`src/rtl/load_store_unit_pkg.sv`:
```
// load_store_unit_pkg: shared definitions for the load/store unit.
//   - funct3 access encodings (LSU_B, LSU_H, LSU_W, LSU_BU, LSU_HU)
//   - FSM state enum
//   - timeout counter width
//   - helpers for start legality and misalignment handling
package load_store_unit_pkg;

  localparam logic [2:0] LSU_B  = 3'b000;
  localparam logic [2:0] LSU_H  = 3'b001;
  localparam logic [2:0] LSU_W  = 3'b010;
  localparam logic [2:0] LSU_BU = 3'b100;
  localparam logic [2:0] LSU_HU = 3'b101;

  localparam int CNT_W = 16;

  typedef enum logic [1:0] {
    S_IDLE = 2'd0,
    S_REQ  = 2'd1,
    S_RESP = 2'd2
  } lsu_state_e;

  // Encoding-level legality: unsigned sizes exist only for loads.
  function automatic logic f3_legal(input logic [2:0] f3, input logic we);
    case (f3)
      LSU_B, LSU_H, LSU_W: return 1'b1;
      LSU_BU, LSU_HU:      return !we;
      default:             return 1'b0;
    endcase
  endfunction

  function automatic logic misaligned(input logic [2:0] f3, input logic [1:0] off);
    case (f3)
      LSU_H, LSU_HU: return off[0];
      LSU_W:         return |off;
      default:       return 1'b0;
    endcase
  endfunction

  // Force the offending low address bits to zero (align down to the access size).
  function automatic logic [1:0] align_down(input logic [2:0] f3, input logic [1:0] off);
    case (f3)
      LSU_H, LSU_HU: return {off[1], 1'b0};
      LSU_W:         return 2'b00;
      default:       return off;
    endcase
  endfunction

endpackage

```
`src/rtl/lsu_align.sv`:
```
// lsu_align: combinational lane selection and extension.
//   size_i  : funct3 access size/sign
//   off_i   : byte offset within the word (already aligned to the size)
//   rdata_i : memory read word      -> ld_o : addressed lane, sign/zero extended
//   wdata_i : store operand (low)   -> st_o : operand replicated across lanes
//                                      be_o : byte-lane enables for the store
module lsu_align
  import load_store_unit_pkg::*;
(
  input  logic [2:0]  size_i,
  input  logic [1:0]  off_i,
  input  logic [31:0] rdata_i,
  input  logic [31:0] wdata_i,
  output logic [31:0] ld_o,
  output logic [31:0] st_o,
  output logic [3:0]  be_o
);

  logic [31:0] sh;

  always_comb begin
    // Bring the addressed lane down to bit 0.
    sh = rdata_i >> {off_i, 3'b000};
    case (size_i)
      LSU_B:   ld_o = {{24{sh[7]}}, sh[7:0]};
      LSU_H:   ld_o = {{16{sh[15]}}, sh[15:0]};
      LSU_BU:  ld_o = {24'h0, sh[7:0]};
      LSU_HU:  ld_o = {16'h0, sh[15:0]};
      default: ld_o = sh;
    endcase
  end

  always_comb begin
    case (size_i)
      LSU_B: begin
        st_o = {4{wdata_i[7:0]}};
        be_o = 4'b0001 << off_i;
      end
      LSU_H: begin
        st_o = {2{wdata_i[15:0]}};
        be_o = off_i[1] ? 4'b1100 : 4'b0011;
      end
      default: begin
        st_o = wdata_i;
        be_o = 4'b1111;
      end
    endcase
  end

endmodule

```
`src/rtl/load_store_unit.sv`:
```
// load_store_unit: single-access load/store FSM (IDLE -> REQ -> RESP).
// Ports:
//   clk, reset (async, active-high)
//   start, we, funct3, AluResult, storeData : access request (sampled in IDLE)
//   loadData, done, err, busy               : result / status
//   memReq, memWe, memAddr, memByteEn, memWdata : registered memory request
//   memAck, memRdata                        : memory accept / read data
// Parameter TIMEOUT_CYCLES: REQ cycles without memAck before aborting.
// Build option: define LSU_MISALIGN_TRAP_EN to make misaligned H/HU/W accesses
// illegal; otherwise they are aligned down and proceed.
module load_store_unit
  import load_store_unit_pkg::*;
#(
  parameter int TIMEOUT_CYCLES = 255
) (
  input  logic        clk,
  input  logic        reset,
  input  logic        start,
  input  logic        we,
  input  logic [2:0]  funct3,
  input  logic [31:0] AluResult,
  input  logic [31:0] storeData,
  output logic [31:0] loadData,
  output logic        done,
  output logic        err,
  output logic        busy,
  output logic        memReq,
  output logic        memWe,
  output logic [31:0] memAddr,
  output logic [3:0]  memByteEn,
  output logic [31:0] memWdata,
  input  logic        memAck,
  input  logic [31:0] memRdata
);

  lsu_state_e       state_q;
  logic [2:0]       f3_q;
  logic [1:0]       off_q;
  logic             we_q;
  logic [CNT_W-1:0] cnt_q;
  logic [31:0]      load_q;
  logic             done_q, err_q;
  logic             req_q, mwe_q;
  logic [31:0]      addr_q, wdata_q;
  logic [3:0]       be_q;

  logic        start_ok;
  logic [1:0]  start_off;
  logic [2:0]  al_size;
  logic [1:0]  al_off;
  logic [31:0] al_ld, al_st;
  logic [3:0]  al_be;

  assign start_off = align_down(funct3, AluResult[1:0]);

`ifdef LSU_MISALIGN_TRAP_EN
  assign start_ok = f3_legal(funct3, we) && !misaligned(funct3, AluResult[1:0]);
`else
  assign start_ok = f3_legal(funct3, we);
`endif

  // One aligner serves both directions: in IDLE it builds the store lanes from
  // the incoming request, afterwards it extracts the load lane for the
  // registered access.
  always_comb begin
    al_size = funct3;
    al_off  = start_off;
    if (state_q != S_IDLE) begin
      al_size = f3_q;
      al_off  = off_q;
    end
  end

  lsu_align u_align (
    .size_i  (al_size),
    .off_i   (al_off),
    .rdata_i (memRdata),
    .wdata_i (storeData),
    .ld_o    (al_ld),
    .st_o    (al_st),
    .be_o    (al_be)
  );

  always_ff @(posedge clk or posedge reset) begin
    if (reset) begin
      state_q <= S_IDLE;
      f3_q    <= 3'b000;
      off_q   <= 2'b00;
      we_q    <= 1'b0;
      cnt_q   <= '0;
      load_q  <= 32'h0;
      done_q  <= 1'b0;
      err_q   <= 1'b0;
      req_q   <= 1'b0;
      mwe_q   <= 1'b0;
      addr_q  <= 32'h0;
      wdata_q <= 32'h0;
      be_q    <= 4'h0;
    end else begin
      case (state_q)
        S_IDLE: begin
          done_q <= 1'b0;
          err_q  <= 1'b0;
          if (start) begin
            if (start_ok) begin
              state_q <= S_REQ;
              f3_q    <= funct3;
              off_q   <= start_off;
              we_q    <= we;
              cnt_q   <= '0;
              req_q   <= 1'b1;
              mwe_q   <= we;
              addr_q  <= {AluResult[31:2], 2'b00};
              be_q    <= we ? al_be : 4'b1111;
              wdata_q <= we ? al_st : 32'h0;
            end else begin
              // Illegal request: report straight away, no memory access.
              state_q <= S_RESP;
              done_q  <= 1'b1;
              err_q   <= 1'b1;
            end
          end
        end
        S_REQ: begin
          if (memAck) begin
            state_q <= S_RESP;
            req_q   <= 1'b0;
            mwe_q   <= 1'b0;
            done_q  <= 1'b1;
            err_q   <= 1'b0;
            if (!we_q) load_q <= al_ld;
          end else if (int'(cnt_q) + 1 >= TIMEOUT_CYCLES) begin
            state_q <= S_RESP;
            req_q   <= 1'b0;
            mwe_q   <= 1'b0;
            done_q  <= 1'b1;
            err_q   <= 1'b1;
            if (!we_q) load_q <= 32'h0;
          end else begin
            cnt_q <= cnt_q + CNT_W'(1);
          end
        end
        S_RESP: begin
          state_q <= S_IDLE;
          done_q  <= 1'b0;
          err_q   <= 1'b0;
          cnt_q   <= '0;
        end
        default: state_q <= S_IDLE;
      endcase
    end
  end

  assign busy      = (state_q != S_IDLE);
  assign done      = done_q;
  assign err       = err_q;
  assign loadData  = load_q;
  assign memReq    = req_q;
  assign memWe     = mwe_q;
  assign memAddr   = addr_q;
  assign memByteEn = be_q;
  assign memWdata  = wdata_q;

endmodule

```
`config.mk`:
```
export PLATFORM = sky130hd
export DESIGN_NAME = load_store_unit
export DESIGN_NICKNAME = d
export VERILOG_FILES = /design/src/rtl/load_store_unit_pkg.sv /design/src/rtl/lsu_align.sv /design/src/rtl/load_store_unit.sv
export SDC_FILE = /design/constraint.sdc
export NUM_CORES = 1
export LEC_CHECK = 0
export CORE_ASPECT_RATIO = 1.75
export CORE_MARGIN = 5
export CORE_UTILIZATION = 52
export CTS_BUF_LIST = sky130_fd_sc_hd__clkbuf_8
export CTS_CLUSTER_DIAMETER = 40
export DETAILED_ROUTE_END_ITERATION = 10
export HOLD_SLACK_MARGIN = 0.1
export PLACE_DENSITY_LB_ADDON = 0.1
export SETUP_SLACK_MARGIN = 0.4
export SYNTH_ARGS = -nofsm -noshare
export SYNTH_HDL_FRONTEND = slang
export SYNTH_HIERARCHICAL = 1
export SYNTH_SLANG_ARGS = --single-unit
export TNS_END_PERCENT = 10
```
`constraint.sdc`:
```
create_clock -name clk -period 7.86 [get_ports clk]
set_clock_uncertainty 0.2 [all_clocks]
set_input_delay 0.786 -clock clk [delete_from_list [all_inputs] [get_ports clk]]
set_output_delay 0.786 -clock clk [all_outputs]
set_load 0.05 [all_outputs]
```
After elaboration in Yosys (flattened, before gate mapping)
Index checks and enable logic that the tools add are counted.

storage, ports and cells
  flip-flop bits (word level) = 126
  bits in latches = 0
  RAM bits = 0
  memory bits (read-only) = 0
  input bits = 104
  output and inout bits = 105
  word-level logic and storage cells = 89
  memories = 0

cells by class
  $add $sub $neg = 2
  multiply operators = 0
  div/mod/pow operators = 0
  order comparisons = 1
  eq/ne operators = 14
  shifts and indexed selects = 2
  multiplexer cells = 39
  bitwise operators = 1
  reductions and logical operators = 17

operators with widths
  kind                   count
  $mux 32                5
  $pmux 32 s4            1
  $mux 16                4
  $pmux 32 s2            1
  $pmux 16 s3            1
  $shr 32x5->32          1
  $add 16x1->17 const B  1
  $ge 17x8->1 const B    1
  $add 16x1->16 const B  1
  $eq 3x3->1 const B     4
  $mux 1                 11
  $mux 2                 5
  $mux 4                 2
  $ne 2x2->1 const B     4
  $pmux 2 s2             2
  $pmux 4 s2             1
  $eq 3x1->1 const B     2
  $logic_not 3->1        2
  $pmux 1 s2             3
  $pmux 1 s3             2
  $reduce_and 3->1       2
  $reduce_bool 2->1      3
  $reduce_and 5->1       1
  $reduce_and 2->1       2
  other kinds (13)       14

Longest topological paths before layout
  depth in word-level cells = 8
  mapped depth = 14
  depth with buffers taken out = 11

Cells and area by module
Netlist, hierarchy kept.

modules (own cells, without submodules)
  module           times used  cells each  area an instance (um^2)
  load_store_unit  1           532         5485.3
  lsu_align        1           159         1101.1

Worst setup path before layout
OpenSTA, ideal clock, no wires.

  kind = register -> register
  start = register state_q[0]
  end = register load_q[10], in the netlist loadData[10]
  setup time = 0.076 ns
  data arrival time = 2.677 ns
  required time = 7.584 ns
  path slack = 4.906 ns
  cell stages (with the launch flop) = 12
  path buffers = 1
  clock period less this slack = 2.954 ns
  cell sequence = dfrtp_1 > inv_1 > ha_1 > buf_2 > clkinv_1 > o21ai_0 > inv_2 > nand2_1 > o22ai_1 > o31ai_1 > nand3_1 > o21ai_1

between the ends
  word-level cells in the longest chain between the ends = 6
  elaborated cells on any way between the ends = 13
  classes of those cells = eq/ne (4); shift (1); mux (5); reduce/logical (3)

ends and longest elaborated chain
  what                    line                    source
  from (decl)             load_store_unit.sv:36   lsu_state_e state_q;
  from (signal assigned)  load_store_unit.sv:86   state_q <= S_IDLE;
  from (signal assigned)  load_store_unit.sv:106  state_q <= S_REQ;
  from (signal assigned)  load_store_unit.sv:118  state_q <= S_RESP;
  $reduce_bool 2->1       -
  net busy                load_store_unit.sv:26   output logic busy,
  $mux 2                  load_store_unit.sv:68   if (state_q != S_IDLE) begin
  net al_off[1]           load_store_unit.sv:50   logic [1:0] al_off;
  $shr 32x5->32           lsu_align.sv:23         sh = rdata_i >> {off_i, 3'b000};
  $pmux 32 s4             lsu_align.sv:24         case (size_i)
  net al_ld[10]           load_store_unit.sv:51   logic [31:0] al_ld, al_st;
  $mux 32                 load_store_unit.sv:131  if (!we_q) load_q <= al_ld;
  $mux 32                 load_store_unit.sv:125  if (memAck) begin
  to (signal assigned)    load_store_unit.sv:131
  to (decl)               load_store_unit.sv:41   logic [31:0] load_q;

The timed path passes the listed nets, and every way through them passes these cells. The select of a mux whose other input is x is not followed.
A chain may end at the register's enable or synchronous reset.

Final worst setup path
  start = register state_q[1]
  end = register load_q[14], in the netlist loadData[14]

between the ends
  word-level cells in the longest chain between the ends = 6
  elaborated cells on any way between the ends = 13
  classes of those cells = eq/ne (4); shift (1); mux (5); reduce/logical (3)

ends and longest elaborated chain
  what               line
  $reduce_bool 2->1  load_store_unit.sv:68
  $mux 2             load_store_unit.sv:68
  net al_off[0]      load_store_unit.sv:50
  $shr 32x5->32      lsu_align.sv:23
  $pmux 32 s4        lsu_align.sv:24
  net al_ld[14]      load_store_unit.sv:51
  $mux 32            load_store_unit.sv:131
  $mux 32            load_store_unit.sv:125

The timed path passes the listed nets, and every way through them passes these cells. The select of a mux whose other input is x is not followed.

==> impl_metrics.py <==
metrics = {
    "setup_path": {
        "critPathArrivalTime_ps": 3890,
        "critPathKind": "reg2reg",
        "crit_top_cell": "clkinv_1",
        "cp_max_fo": 28,
        "critical_path_required_ps": 8020,
        "start_kind": "flop",
        "worstSetupEndpointType": "flop",
        "worstPathCellList": "inv_1, ha_1, clkinv_1, o21ai_2, buf_4, clkinv_1, nand2_1, o22ai_1, o31ai_1, nand3_1, o21ai_1",
        "slowest_delay_ps": 500,
        "crit_slowest_cell": "clkinv_1",
    },
    "placed_design": {
        "dpl.hpwl_mm": 14.0,
        "gp_congestion": 0.889,
        "io_buffers": 206,
        "placed_area_sq_um": 8630,
    },
    "finish": {
        "final_common_cell": "clkdlybuf4s50_1",
        "antenna_cells": 0,
        "multi_input_area_sq_um": 3000,
        "n_fill_cell": 980,
        "drive_above_1_share_pct": 12.8,
        "final_nets": 980,
        "post-route-cell-area_sq_um": 9080,
        "areaGrowthSynthToFinish_pct": 37.9,
        "ff_latch_area_sq_um": 3150,
        "final_core_util_pct": 73.0,
        "layout_common_cells": "clkdlybuf4s50_1 (206), dfrtp_1 (126), nand2_1 (99)",
    },
    "sta": {
        "max_freq_ghz": 0.268,
        "worst_slew_pin_slew_ps": 1150,
        "fin_tns_setup_ps": 0,
        "hold_viol": 0,
        "rsz0062_at_grt": "false",
        "maxSlewHeadroom_pct": 23.2,
        "period_needed_ps": 3730,
        "drv_slew": 0,
        "setup_viol": 0,
        "hold_ws_ps": 288,
        "fin_crit_sh_pct": 47.5,
    },
    "clock_tree": {
        "cts.sinks": 126,
        "h-tree-depth": 4,
        "clk_pin_slew_ps": 80,
        "cts_tree": "yes",
        "cts_buffer_depth": 2,
        "root_buffer": "clkbuf_8",
        "cts_setup_buffers": 0,
        "cts_hold_buffers": 0,
        "worstSkewPairLatency_ps": 430,
        "cts_resized": 0,
        "cts_inserted_buffers": 17,
    },
    "detailed_routing": {
        "dr.first_iter.drc_count": 294,
        "first_pass_iters": 5,
        "drc": 0,
        "vias": 5871,
        "viasPerCell": 5.58,
        "wl_per_cell_um": 18.2,
        "drt_wl_total_mm": 19.2,
        "antenna_left": 0,
    },
    "synth": {
        "synthTopCellsByArea": "dfrtp_1 (48%), mux2_2 (9.1%), nand2_1 (5.6%)",
        "synth_area_sq_um": 6590,
        "ys_types": 57,
        "synth_cells": 691,
        "yosysTopAreaCell": "dfrtp_1",
        "ys_seq_elements": 126,
        "synth-edff-count": 0,
        "ys_seq_area_share_pct": 47.9,
        "netlist.area_leader.share_pct": 47.9,
        "syn-mean-instance-area_sq_um": 9.53,
        "synthFlopType": "dfrtp_1",
        "async_flop_share_pct": 100,
        "yosys_warnings": 6,
    },
    "grt": {
        "grt-ovfl-total": 0,
        "antenna_found_initial": 0,
        "gr-usage-all-layers_pct": 25.9,
        "grt_pass1_vias": 6053,
        "grt_max_degree": 112,
        "grt_pass1_wl_mm": 30.7,
    },
    "die": {
        "die_y_um": 159,
        "start_util_pct": 53.0,
        "die-area_sq_um": 15100,
        "coreArea_sq_um": 12400,
        "core.rowCount": 54,
        "die-width_um": 95.1,
        "ios": 209,
    },
    "power": {
        "p_sw_w": 0.00205,
        "power.leakage_nw": 3.85,
        "internal_power_w": 0.00211,
        "p_clk_share_pct": 15.5,
        "p_seq_share_pct": 25.7,
        "netSwitchingFraction_pct": 49.4,
        "pwr-share-comb_pct": 58.8,
        "powerDensity_nw_per_um2": 458,
        "vdd_drop_max_mv": 0.216,
    },
    "hold_path": {
        "min_path_type": "reg2reg",
    },
    "status": {
        "status": "finished, final reports clean",
    },
    "run": {
        "maxCapViolCount": 0,
    },
}
[worst max-delay path, delay by kind of cell, from the launching register on]
kind	cells	cell delay, ps
buffers and inverters	4	1360
AO/OA/AOI/OAI	4	780
AND/OR/NAND/NOR	2	540
flip-flops	1	410
adder cells (fa/ha/maj)	1	350
[final cells by class]
class,instances,area share (%)
clock buffer,18,2.73
multi-input combinational,470,33.0
sequential,126,34.7
inverter,45,1.89
timing repair buffer,211,23.1
clock inverter,14,2.25
tap,168,2.31
[through the flow]
| step | instances | worst slack [ps] | power, W |
|---|---|---|---|
| floorplan | 692 | 3520 | 0.00274 |
| global placement | 1020 | 4030 | 0.00347 |
| detailed placement | 1020 | 3940 | 0.00353 |
| CTS | 1052 | 4180 | 0.00418 |
| global route | 1052 | 3740 | 0.00437 |
| finish | 1052 | 4130 | 0.00416 |
[registers in the layout, indices dropped and copies added, names as in the netlist]
signal,cells
loadData,32
memWdata,32
memAddr,30
cnt_q,16
memByteEn,4
f3_q,3
off_q,2
state_q,2
done,1
err,1
memReq,1
memWe,1
we_q,1
[power groups by stage]
stage / Clock (W) / Combinational (W) / Sequential (W)
final: 0.000644 / 0.00245 / 0.00107
after global placement: 0 / 0.00241 / 0.00107
after CTS: 0.000653 / 0.00246 / 0.00107
after detailed placement: 0 / 0.00245 / 0.00108
after global routing: 0.000680 / 0.00259 / 0.00110
after floorplan: 0 / 0.000813 / 0.00192
[Yosys cell counts (3+ instances only)]
library cell and number:
nor3_1 6, clkbuf_1 17, mux2_2 53, nor2b_1 11, buf_4 10, nand4_1 4, inv_1 41, o21ai_2 3
and2_1 9, a21o_1 4, a22oi_1 4, buf_2 19, buf_6 4, xnor2_1 3, xor2_1 3, o21ai_1 37
o21ai_0 60, a21oi_1 26, nand3_2 3, clkinv_1 3, nor2_1 20, nand3_1 38, a31oi_1 5, or3_1 7
mux2i_1 20, a211oi_1 7, o31ai_1 6, o22ai_1 7, ha_1 5, dfrtp_1 126, nand2_1 99
[cells by family after synthesis]
family                   Yosys count  share of synthesized area [%]
flip-flops                       126                           47.9
AO/OA/AOI/OAI                    175                           15.9
XOR/XNOR                           6                          0.798
adder cells (fa/ha/maj)            5                          0.950
buffers and inverters             96                           6.86
other                              1                         0.0569
AND/OR/NAND/NOR                  209                           15.5
multiplexers                      73                           12.1
[worst paths after layout]
check / from / endpoint / slack [ps] / depth (start not counted)
max in group asynchronous: reset / loadData[27]$_DFFE_PP0P_ / 5410 / 3
setup / recovery: state_q[1]$_DFFE_PP0P_ / loadData[14]$_DFFE_PP0P_ / 4130 / 11
hold / removal: memByteEn[3]$_DFFE_PP0P_ / memByteEn[3]$_DFFE_PP0P_ / 290 / 2
setup reg to reg: state_q[1]$_DFFE_PP0P_ / loadData[14]$_DFFE_PP0P_ / 4130 / 11
hold reg to reg: memByteEn[3]$_DFFE_PP0P_ / memByteEn[3]$_DFFE_PP0P_ / 290 / 2
min in group asynchronous: reset / memAddr[8]$_DFFE_PP0P_ / 570 / 2
[routing by layer]
| layer | wire (um) | global-route usage, % |
|---|---|---|
| met1 | 7270 | 30.4 |
| met2 | 9980 | 43.7 |
| met5 | 0 | 0 |
| met4 | 702 | 12.4 |
| met3 | 1240 | 5.73 |
No activity file was read; power rests on OpenSTA's default activity.
